==> config.mk <==
export PLATFORM = sky130hd
export DESIGN_NAME = seq_restoring_div_flat
export DESIGN_NICKNAME = d
export VERILOG_FILES = /design/src/rtl/seq_restoring_div_pkg.sv /design/src/rtl/seq_restoring_div_if.sv /design/src/rtl/seq_restoring_div_sub_borrow.sv /design/src/rtl/seq_restoring_div.sv /design/src/flat_wrapper.sv
export SDC_FILE = /design/constraint.sdc
export NUM_CORES = 1
export LEC_CHECK = 0
export BUFFER_PORTS_ARGS = -buffer_cell sky130_fd_sc_hd__buf_2
export CELL_PAD_IN_SITES_DETAIL_PLACEMENT = 0
export CELL_PAD_IN_SITES_GLOBAL_PLACEMENT = 1
export CORE_MARGIN = 2
export CORE_UTILIZATION = 46
export DETAILED_ROUTE_END_ITERATION = 8
export GPL_TIMING_DRIVEN = 1
export PLACE_DENSITY = 0.93
export SYNTH_ARGS = -nofsm -noshare
export SYNTH_HDL_FRONTEND = slang
export SYNTH_SLANG_ARGS = --single-unit
==> constraint.sdc <==
create_clock -name clk -period 6.35 [get_ports clk]
set_input_delay 1.27 -clock clk [delete_from_list [all_inputs] [get_ports clk]]
set_output_delay 1.27 -clock clk [all_outputs]
set_load 0.05 [all_outputs]
==> src/rtl/seq_restoring_div_pkg.sv <==
// Shared definitions for the sequential restoring divider.
package seq_restoring_div_pkg;

  // Divider control states
  typedef enum logic [1:0] {
    IDLE = 2'd0,
    RUN  = 2'd1
  } state_e;

  // Width of the iteration counter for an n-bit divide
  function automatic int cnt_width(input int n);
    return $clog2(n);
  endfunction

endpackage

==> src/rtl/seq_restoring_div_if.sv <==
// Start/busy/done handshake and operand/result bus of the divider.
interface seq_restoring_div_if #(
  parameter int N = 32
);
  logic         start;
  logic [N-1:0] dividend;
  logic [N-1:0] divisor;
  logic         busy;
  logic         done;
  logic [N-1:0] quotient;
  logic [N-1:0] remainder;
  logic         div_by_zero;

  // Controller side issues requests and consumes results
  modport master (
    output start, dividend, divisor,
    input  busy, done, quotient, remainder, div_by_zero
  );

  // Divider side accepts requests and produces results
  modport slave (
    input  start, dividend, divisor,
    output busy, done, quotient, remainder, div_by_zero
  );
endinterface

==> src/rtl/seq_restoring_div_sub_borrow.sv <==
// Combinational W-bit subtractor (sub_borrow): diff = a - b, built as a
// parallel-prefix carry-lookahead adder over a + ~b + 1.
module seq_restoring_div_sub_borrow #(
  parameter int W = 33
) (
  input  logic [W-1:0] a_i,
  input  logic [W-1:0] b_i,
  output logic [W-1:0] diff_o,
  output logic         borrow_o
);
  localparam int L = $clog2(W);

  logic [W-1:0]      p0;
  logic [L:0][W-1:0] gg;
  logic [L:0][W-1:0] pp;
  logic [W-1:0]      c;

  // Kogge-Stone prefix over generate/propagate; the +1 carry-in is folded
  // into bit 0's generate so every prefix G[i] is the carry out of bit i.
  always_comb begin
    p0 = a_i ^ ~b_i;
    gg = '0;
    pp = '0;
    gg[0] = a_i & ~b_i;
    gg[0][0] = gg[0][0] | p0[0];
    pp[0] = p0;
    for (int k = 0; k < L; k++) begin
      for (int i = 0; i < W; i++) begin
        if (i >= (1 << k)) begin
          gg[k+1][i] = gg[k][i] | (pp[k][i] & gg[k][i-(1<<k)]);
          pp[k+1][i] = pp[k][i] & pp[k][i-(1<<k)];
        end else begin
          gg[k+1][i] = gg[k][i];
          pp[k+1][i] = pp[k][i];
        end
      end
    end
    c = '0;
    c[0] = 1'b1;
    for (int i = 1; i < W; i++) begin
      c[i] = gg[L][i-1];
    end
    diff_o   = p0 ^ c;
    borrow_o = ~gg[L][W-1];
  end

endmodule

==> src/rtl/seq_restoring_div.sv <==
// Multi-cycle unsigned restoring divider: one quotient bit per clock,
// start/busy/done handshake, single operation in flight.
module seq_restoring_div #(
  parameter int N = 32
) (
  input logic              clk,
  input logic              reset,
  seq_restoring_div_if.slave bus
);
  import seq_restoring_div_pkg::*;

  localparam int                 CNT_W    = cnt_width(N);
  localparam logic [CNT_W-1:0]   CNT_LAST = CNT_W'(N - 1);

  state_e           state_q;
  logic [N-1:0]     rem_q;
  logic [N-1:0]     q_q;
  logic [N-1:0]     divisor_q;
  logic [CNT_W-1:0] cnt_q;
  logic             busy_q;
  logic             done_q;
  logic [N-1:0]     quot_q;
  logic [N-1:0]     remo_q;
  logic             dbz_q;

  logic [N:0]       rs;
  logic [N:0]       diff;
  logic             borrow;
  logic             diff_msb_unused;
  logic [N-1:0]     rem_d;
  logic [N-1:0]     q_d;

  // The partial remainder shift is N+1 bits so the borrow survives when
  // the remainder MSB is set.
  assign rs = {rem_q, q_q[N-1]};

  seq_restoring_div_sub_borrow #(.W(N + 1)) u_sub (
    .a_i      (rs),
    .b_i      ({1'b0, divisor_q}),
    .diff_o   (diff),
    .borrow_o (borrow)
  );

  // diff[N] equals the borrow; the dedicated borrow output is used instead.
  assign diff_msb_unused = diff[N];

  // One restoring step: keep the difference unless the subtract borrowed.
  always_comb begin
    rem_d = borrow ? rs[N-1:0] : diff[N-1:0];
    q_d   = {q_q[N-2:0], ~borrow};
  end

  // Control FSM, iteration datapath and registered results.
  always_ff @(posedge clk) begin
    if (reset) begin
      state_q   <= IDLE;
      rem_q     <= '0;
      q_q       <= '0;
      divisor_q <= '0;
      cnt_q     <= '0;
      busy_q    <= 1'b0;
      done_q    <= 1'b0;
      quot_q    <= '0;
      remo_q    <= '0;
      dbz_q     <= 1'b0;
    end else begin
      done_q <= 1'b0;
      case (state_q)
        IDLE: begin
          if (bus.start) begin
            if (bus.divisor != '0) begin
              divisor_q <= bus.divisor;
              rem_q     <= '0;
              q_q       <= bus.dividend;
              cnt_q     <= '0;
              busy_q    <= 1'b1;
              state_q   <= RUN;
            end else begin
              // Divide by zero finishes immediately with saturated quotient.
              done_q <= 1'b1;
              dbz_q  <= 1'b1;
              quot_q <= '1;
              remo_q <= bus.dividend;
            end
          end
        end
        RUN: begin
          rem_q <= rem_d;
          q_q   <= q_d;
          cnt_q <= cnt_q + CNT_W'(1);
          if (cnt_q == CNT_LAST) begin
            quot_q  <= q_d;
            remo_q  <= rem_d;
            done_q  <= 1'b1;
            busy_q  <= 1'b0;
            dbz_q   <= 1'b0;
            state_q <= IDLE;
          end
        end
        default: begin
          state_q <= IDLE;
          busy_q  <= 1'b0;
        end
      endcase
    end
  end

  assign bus.busy        = busy_q;
  assign bus.done        = done_q;
  assign bus.quotient    = quot_q;
  assign bus.remainder   = remo_q;
  assign bus.div_by_zero = dbz_q;

endmodule
==> src/flat_wrapper.sv <==
// flat-port wrapper written by rule: the top's interface ports become plain ports
module seq_restoring_div_flat import seq_restoring_div_pkg::*;
#(
  parameter int N = 32
)
  (clk, reset, bus_start, bus_dividend, bus_divisor, bus_busy, bus_done, bus_quotient, bus_remainder, bus_div_by_zero);
  seq_restoring_div_if #(.N(N)) bus_i ();
  input logic clk;
  input logic reset;
  input wire logic [$bits(bus_i.start)-1:0] bus_start;
  input wire logic [$bits(bus_i.dividend)-1:0] bus_dividend;
  input wire logic [$bits(bus_i.divisor)-1:0] bus_divisor;
  output wire logic [$bits(bus_i.busy)-1:0] bus_busy;
  output wire logic [$bits(bus_i.done)-1:0] bus_done;
  output wire logic [$bits(bus_i.quotient)-1:0] bus_quotient;
  output wire logic [$bits(bus_i.remainder)-1:0] bus_remainder;
  output wire logic [$bits(bus_i.div_by_zero)-1:0] bus_div_by_zero;
  assign bus_i.start = bus_start;
  assign bus_i.dividend = bus_dividend;
  assign bus_i.divisor = bus_divisor;
  assign bus_busy = bus_i.busy;
  assign bus_done = bus_i.done;
  assign bus_quotient = bus_i.quotient;
  assign bus_remainder = bus_i.remainder;
  assign bus_div_by_zero = bus_i.div_by_zero;
  seq_restoring_div #(.N(N)) u_core (.clk(clk), .reset(reset), .bus(bus_i));
endmodule
-- Yosys cells after proc, flatten, opt, wreduce, memory -nomap -nowiden
Cells that the tools add are included.
- bitwise operators: 364
- reduce and logical (&&, ||, !) cells: 7
- equal/unequal tests: 6
- muxes and demuxes: 33
- $add $sub $neg: 1
- operator list (cell ; count):
    $mux W32 ; 11
    $pmux W32 S2 ; 4
    $and A1 B1 Y1 ; 229
    $or A1 B1 Y1 ; 131
    $and A33 B33 Y33 ; 1
    $not A32 Y33 ; 1
    $xor A33 B33 Y33 ; 1
    $reduce_bool A32 Y1 ; 1
    $xor A32 B32 Y32 ; 1
    $mux W5 ; 2
    $pmux W5 S2 ; 1
    $reduce_and A3 Y1 ; 3
    $mux W1 ; 8
    $mux W2 ; 3
    $pmux W1 S2 ; 3
    $add A5 B1 Y5 const B ; 1
    $eq A5 B5 Y1 const B ; 1
    $ne A2 B1 Y1 const B ; 2
    $ne A2 B2 Y1 const B ; 2
    $pmux W2 S2 ; 1
    $reduce_and A4 Y1 ; 1
    $eq A2 B1 Y1 const B ; 1
    $logic_not A2 Y1 ; 1
    $reduce_bool A2 Y1 ; 1
- bits in registers: 170
- output and inout bits: 67
- logic and storage cells: 421

-- Longest topological paths before layout
Gate-level depths: netlist (run 1).
- depth in word-level cells: 16
- gate-level depth with buffers: 12
- depth with buffers taken out: 11

-- Cells and area by module
From an unflattened synthesis (run 1), not the netlist that was laid out.
- cell total of the unflattened synthesis: 1247
- area total of the unflattened synthesis: 10233.6 sq um
- by module, submodules not included (module ; instances ; area each (sq um) ; cells an instance):
    seq_restoring_div ; 1 ; 8318.0 ; 966
    seq_restoring_div_sub_borrow ; 1 ; 1915.6 ; 281

-- Worst setup path after synthesis (run 1)
No wires, ideal clock.
- path type: in2reg
- from: input port bus_divisor[24]
- to: register u_core.quot_q[10] (netlist: u_core.bus.quotient[10])
- path slack: 3408 ps
- path buffers: 2
- required time: 6213 ps
- stages: 9
- data arrival time: 2804 ps
- cell sequence: nor4_1 nand4_1 nor2_1 and3_1 inv_1 nand2_1 clkbuf_1 buf_1 a211oi_1
- longest elaborated chain between the ends: 3
- ends and longest elaborated chain (element ; line ; text):
    from (decl) ; flat_wrapper.sv:12 ; input wire logic [$bits(bus_i.divisor)-1:0] bus_divisor;
    $reduce_bool A32 Y1 ; seq_restoring_div.sv:71 ; if (bus.divisor != '0) begin
    $ne A2 B2 Y1 (no line) ; n/a ;
    $reduce_and A4 Y1 (no line) ; n/a ;
    to (signal assigned) ; seq_restoring_div.sv:92 ; quot_q <= q_d;
    to (decl) ; seq_restoring_div.sv:22 ; logic [N-1:0] quot_q;
No other way between the ends.
A chain may end at the register's enable or synchronous reset.

-- Worst setup path after layout (run 1)
- from: input port bus_divisor[31]
- to: register u_core.remo_q[18] (netlist: u_core.bus.remainder[18])
- longest elaborated chain between the ends: 3
- ends and longest elaborated chain (element ; line ; text):
    $reduce_bool A32 Y1 ; seq_restoring_div.sv:71 ;
    $ne A2 B2 Y1 (no line) ; n/a ;
    $reduce_and A4 Y1 (no line) ; n/a ;
    to (signal assigned) ; seq_restoring_div.sv:83 ; remo_q <= bus.dividend;
    to (signal assigned) ; seq_restoring_div.sv:93 ; remo_q <= rem_d;
    to (decl) ; seq_restoring_div.sv:23 ; logic [N-1:0] remo_q;
No other way between the ends.

==> results.toml, run 1 <==
[finish]
final_core_util_pct = 54.3
syn_to_final_growth_pct = 14.8
fin_nets = 1238
layout.cells.non_filler = 1377
layout-drive-gt1-share_pct = 20.6
final_cell_mix = "198 x nor2_1, 168 x dfxtp_1, 132 x buf_2, 106 x nand2_1, 96 x a21oi_1"
stdcell_area_um2 = 9810
final_common_cell = "nor2_1"
diodes = 0

[clock_network]
cts_sinks = 168
cts_tree = "yes"
holdBufCountCts = 0
post_cts_buffers = 0
clkTransAtPathRegs_ns = 0.07
htree_num_levels = 4
cts_buffers = 17
clk-insertion-delay-late_ns = 0.43
clockRootBuffer = "clkbuf_16"
post_cts_resized = 0
cts_max_path_buffers = 2

[synthesis]
synth.avg_cell_area_um2 = 8.15
yosysSeqAreaShare_pct = 39.3
synth_top_area_share_pct = 39.3
ys.flop_type = "dfxtp_1"
synthArstFlopShare_pct = 0
synth_nets = 1151
ys_warn_count = 0
yosysUniqueCellTypes = 65
syn-cell-area_um2 = 8550
synth_edf_count = 0
ys_ff_latch = 168
synth_cells = 1049
synth.largest_area_cell = "dfxtp_1"
synthTopCellsByArea = "dfxtp_1 39%, nor2_1 8.7%, a21oi_1 5.7%"

[detailed_routing]
drt_wl_total_um = 22400
drtIter0Drc = 661
viasPerCell = 5.63
remaining_drc_errors = 0
wl_per_cell_um = 16.3
dr.pass1.iters = 5
postRouteAntennaNets = 0
num_vias = 7755

[setup_path]
critical_path_class = "in2reg"
startpoint_type = "input pin"
crit_slowest_cell = "nand2_4"
cp_max_fo = 97
end_kind = "flop"
crit_top_cell = "nor2_1"
rrSetupSlack_ns = 2.94
path_cells = "buf_2, nor4_1, nand4_1, nor2_1, and3_1, inv_1, nand2_4, nor2_1, a311oi_2"
crit_path_max_incr_delay_ns = 0.71
crit_arrival_ns = 3.82
cp.required_ns = 6.68

[sta]
clock.fmax_ghz = 0.287
worst_pin_slew_ns = 1.23
post-route-min-period_ns = 3.48
setup_slack_ns = 2.87
hold_viol = 0
fin_skew_ns = 0.0111
setup_tns_ns = 0
max_slew_margin_pct = 17.9
setup_viol = 0
drv_slew = 0
min_period_over_period_pct = 54.9
rsz0062_at_grt = "no"

[grt]
top_usage_layer = "met2"
use_met1_pct = 34.0
grt_pass1_wl_um = 36300
grt_max_degree = 121
grt_pass1_vias = 6984
grtUsageMet3_pct = 3.52
antenna_found_initial = 0
overflow = 0
track_usage_pct = 22.7
grt_use_met2_pct = 34.1

[job]
maxCapViolCount = 0

[floorplanning]
dieArea_um2 = 19700
rows = 49
start_util_pct = 47.3
core_area_um2 = 18100
die-width_um = 140
die_h_um = 140
ioPinCount = 134

[outcome]
status = "finished, final reports clean"

[pwr]
leakage_nw = 3.98
p_per_area_nw_per_um2 = 317
ir_drop_mv = 0.225

[place]
placed_cells = 1346
routabilityCongestion = 0.915
preCtsSetupSlack_ns = 2.42
numPortBuffers = 133
placed_area_um2 = 9270
post-dp-hpwl_um = 15900

[min_path]
hp-class = "reg2reg"
==> cell type report <==
class | count | area [um2]
tap | 229 | 287
inverter | 44 | 165
clock inverter | 14 | 121
timing repair buffer | 140 | 724
multi-input combinational | 765 | 4730
clock buffer | 17 | 425
fill | 1719 | 8270
sequential | 168 | 3360
==> cells by family after synthesis <==
kind of cell	after synthesis	share of synthesized area (%)
adders and majority gates	35	5.21
buffers and inverters	116	5.59
muxes	2	0.249
xor gates and xnor gates	24	2.46
AOI/OAI and AO/OA	309	27.3
and+or+nand+nor	395	19.9
DFF	168	39.3
==> where the power goes <==
part | internal, mW | total [mW] | switching (mW)
clock | 0.507 | 0.958 | 0.450
combinational | 0.370 | 0.986 | 0.616
sequential | 1.12 | 1.17 | 0.0523
total | 1.99 | 3.11 | 1.12
==> critical path, delay by kind of cell <==
kind | cells | cell delay (ns)
compound gates | 1 | 0.27
simple gates | 6 | 2.05
buf+inv | 2 | 0.19
==> path summary, 6_finish.rpt <==
path | start | end | cells after the start
max | bus_divisor[31] | u_core.bus.remainder[18] | 9
min reg2reg | u_core.divisor_q[11] | u_core.divisor_q[11] | 2
max reg2reg | u_core.divisor_q[1] | u_core.bus.remainder[26] | 10
min | u_core.divisor_q[11] | u_core.divisor_q[11] | 2
==> synth_stat cells (2+ instances only) <==
master,number
nor2b_1,3
buf_2,4
a211oi_2,29
or2_2,2
a2111oi_0,2
or3_1,6
and3_1,5
a311oi_2,5
a311oi_1,2
o21ai_1,3
clkbuf_1,59
inv_1,44
nand4_1,10
a31oi_1,6
a221oi_1,2
nand2b_1,5
a22oi_2,14
a32oi_1,4
buf_6,4
o21a_1,3
xor2_1,11
nand3_1,6
nand3b_1,2
o21ai_0,22
a22oi_1,11
a21o_1,15
o2111ai_1,2
nor3_1,8
nor3b_1,2
o21bai_1,4
a21oi_2,2
o31ai_1,5
xnor2_1,13
a211oi_1,58
a21oi_1,97
buf_1,3
ha_1,34
nor4_1,38
o211ai_1,7
nor2_1,198
buf_4,2
nand2_1,107
dfxtp_1,168
==> sequential cells by signal, indices dropped and copies added, names as in the netlist <==
register and count:
u_core.bus.remainder 32, u_core.bus.div_by_zero 1, u_core.cnt_q 5, u_core.bus.quotient 32, u_core.q_q 32, u_core.bus.done 1
u_core.divisor_q 32, u_core.rem_q 32, u_core.state_q 1
==> metal layers <==
metal / vias up / wire [um]
li1: 3917 / -
met1: 3592 / 11100
met2: 229 / 9700
met3: 17 / 1360
met4: 0 / 240
met5: - / 0
==> metrics by stage <==
step / power [mW] / hold slack (ns)
global placement: 2.15 / 0.443
floorplan: 1.95 / 0.436
CTS: 3.11 / 0.456
global route: 3.27 / 0.475
finish: 3.11 / 0.454
detailed placement: 2.16 / 0.447
Power figures use the tool's default switching activity.
==> run 2, diff against run 1 <==
- CORE_UTILIZATION: 46 -> 38
- PLACE_DENSITY: 0.93 -> 0.83
- clock period: 6.35 -> 2.82 ns (I/O delays scaled with it)
==> run 2 against run 1 <==
Net effect:
- sequential share of layout area down 3.3 points
- first-iteration DRC count decreased by 25%
- global-route usage shrank 1.8 points
- non-clock buffer count rose by 72
- sequential power is 130% higher
- clock skew rose by 0.0022 ns
- count of clock-buffer cells in the layout unchanged
- clock power grew 150%
- largest cell class unchanged
==> results.toml, run 2 (synthesized netlist as in run 1, its figures left out) <==
[detailed_routing]
dr.pass1.iters = 4
viasPerCell = 5.36
postRouteAntennaNets = 0
remaining_drc_errors = 0
drtIter0Drc = 494
num_vias = 8054
wl_per_cell_um = 16.6
drt_wl_total_um = 25000

[setup_path]
r2r_cells = 12
cp_max_fo = 11
startpoint_type = "flop"
crit_arrival_ns = 3.05
cp.required_ns = 3.17
critical_path_class = "reg2reg"
end_kind = "flop"

[clock_network]
holdBufCountCts = 0
cts_sinks = 168
cts_tree = "yes"
htree_num_levels = 4
clkTransAtPathRegs_ns = 0.07
clk-insertion-delay-late_ns = 0.43
cts_buffers = 17
clockRootBuffer = "clkbuf_16"
cts_max_path_buffers = 2

[pwr]
combPwrFrac_pct = 36.0
total_power_mw = 7.84
p_int_mw = 5.03
leakage_nw = 4.47
ir_drop_mv = 0.379
switching_power_mw = 2.81
p_per_area_nw_per_um2 = 722
seq_power_share_pct = 33.6
clkPwrFrac_pct = 30.4
sw_frac_of_total_pct = 35.9

[finish]
final-seq-area_um2 = 3360
layout-drive-gt1-share_pct = 27.4
final_common_cell = "nor2_1"
final_cell_mix = "198 x nor2_1, 168 x dfxtp_1, 132 x buf_2, 106 x nand2_1, 93 x a21oi_1"
fillers = 2136
final_core_util_pct = 49.4
syn_to_final_growth_pct = 26.9
fin_nets = 1310
multi_input_area_um2 = 4930

[floorplanning]
die_h_um = 154
rows = 54
die-width_um = 154
ioPinCount = 134
dieArea_um2 = 23700
core_area_um2 = 22000
start_util_pct = 38.9

[grt]
grt_max_degree = 65
grt_pass1_vias = 7426
overflow = 0
track_usage_pct = 20.9
grt_pass1_wl_um = 39800
antenna_found_initial = 1

[job]
maxCapViolCount = 0

[sta]
fin_skew_ns = 0.0133
min_period_over_period_pct = 95.9
drv_slew = 0
rsz0062_at_grt = "yes"
clock.fmax_ghz = 0.370
setup_viol = 0
worst_pin_slew_ns = 0.704
max_slew_margin_pct = 53.0
post-route-min-period_ns = 2.70
hold_viol = 0
whs_ns = 0.381

[place]
routabilityCongestion = 0.916
numPortBuffers = 133
post-dp-hpwl_um = 18700

[min_path]
hold_depth = 3
hp-class = "in2reg"

[outcome]
status = "finished, final reports clean"
==> run 2: cell count changes in the layout (fill, tap and decap cells not counted), sizes merged <==
cell	previous run	this run
diode	0	1
clkinvlp	3	0
bufinv	0	1
clkbuf	17	18
clkinv	7	5
inv	48	53
buf	140	211
==> run 2: worst paths after layout <==
path,start,endpoint,slack [ns]
max,u_core.divisor_q[26],u_core.rem_q[21],0.12
min,bus_divisor[19],u_core.divisor_q[19],0.38
max reg2reg,u_core.divisor_q[26],u_core.rem_q[21],0.12
min reg2reg,u_core.divisor_q[20],u_core.divisor_q[20],0.45
==> run 2: through the flow <==
stage               area [um2]  instances  setup WS (ns)  TNS, ns
CTS                      10600       1495         0.0192        0
floorplan                 8550       1049          0.287        0
finish                   10900       1502          0.115        0
global placement          9960       1463        -0.0828   -0.193
detailed placement        9960       1463         -0.121   -0.425
global route             10900       1502        -0.0311  -0.0863
==> run 2: area by class of cell <==
type / count / share of cell area, %
diodes: 1 / 0.0231
well taps: 280 / 3.23
repair buffers: 212 / 13.3
multi-input cells: 765 / 45.5
clock inverters: 15 / 1.60
inverters: 44 / 1.52
flip-flops and latches: 168 / 31.0
clock buffers: 17 / 3.92
==> run 2: worst max-delay path: stages, from the launching register on <==
cell       delay (ns)
dfxtp_1          0.33
inv_1            0.04
ha_1             0.30
a21o_1           0.20
a31o_2           0.27
a211oi_2         0.27
o21ai_2          0.12
buf_4            0.15
a211oi_4         0.28
buf_6            0.16
clkbuf_16        0.17
a22oi_2          0.12
a211oi_2         0.23
==> run 2: power groups by stage <==
stage | Sequential [mW] | Combinational (mW) | Clock (mW)
6_report | 2.64 | 2.82 | 2.38
5_1_grt | 2.65 | 3.08 | 2.53
2_1_floorplan | 2.64 | 1.75 | 0
3_5_place_dp | 2.68 | 2.55 | 0
3_3_place_gp | 2.68 | 2.55 | 0
4_1_cts | 2.63 | 2.58 | 2.43
==> run 2: timing repair <==
action	CTS	global route
resized for setup	4	34
buffers inserted	0	5
pin swaps	1	20
gates cloned	0	1
endpoints found under the setup margin	5	57
==> run 2: routing by layer <==
layer	vias up	global-route usage [%]	routed length [um]
li1	4089	-	-
met1	3751	30.8	12600
met2	192	31.1	10900
met3	22	3.30	1080
met4	0	6.45	358
met5	-	0	0
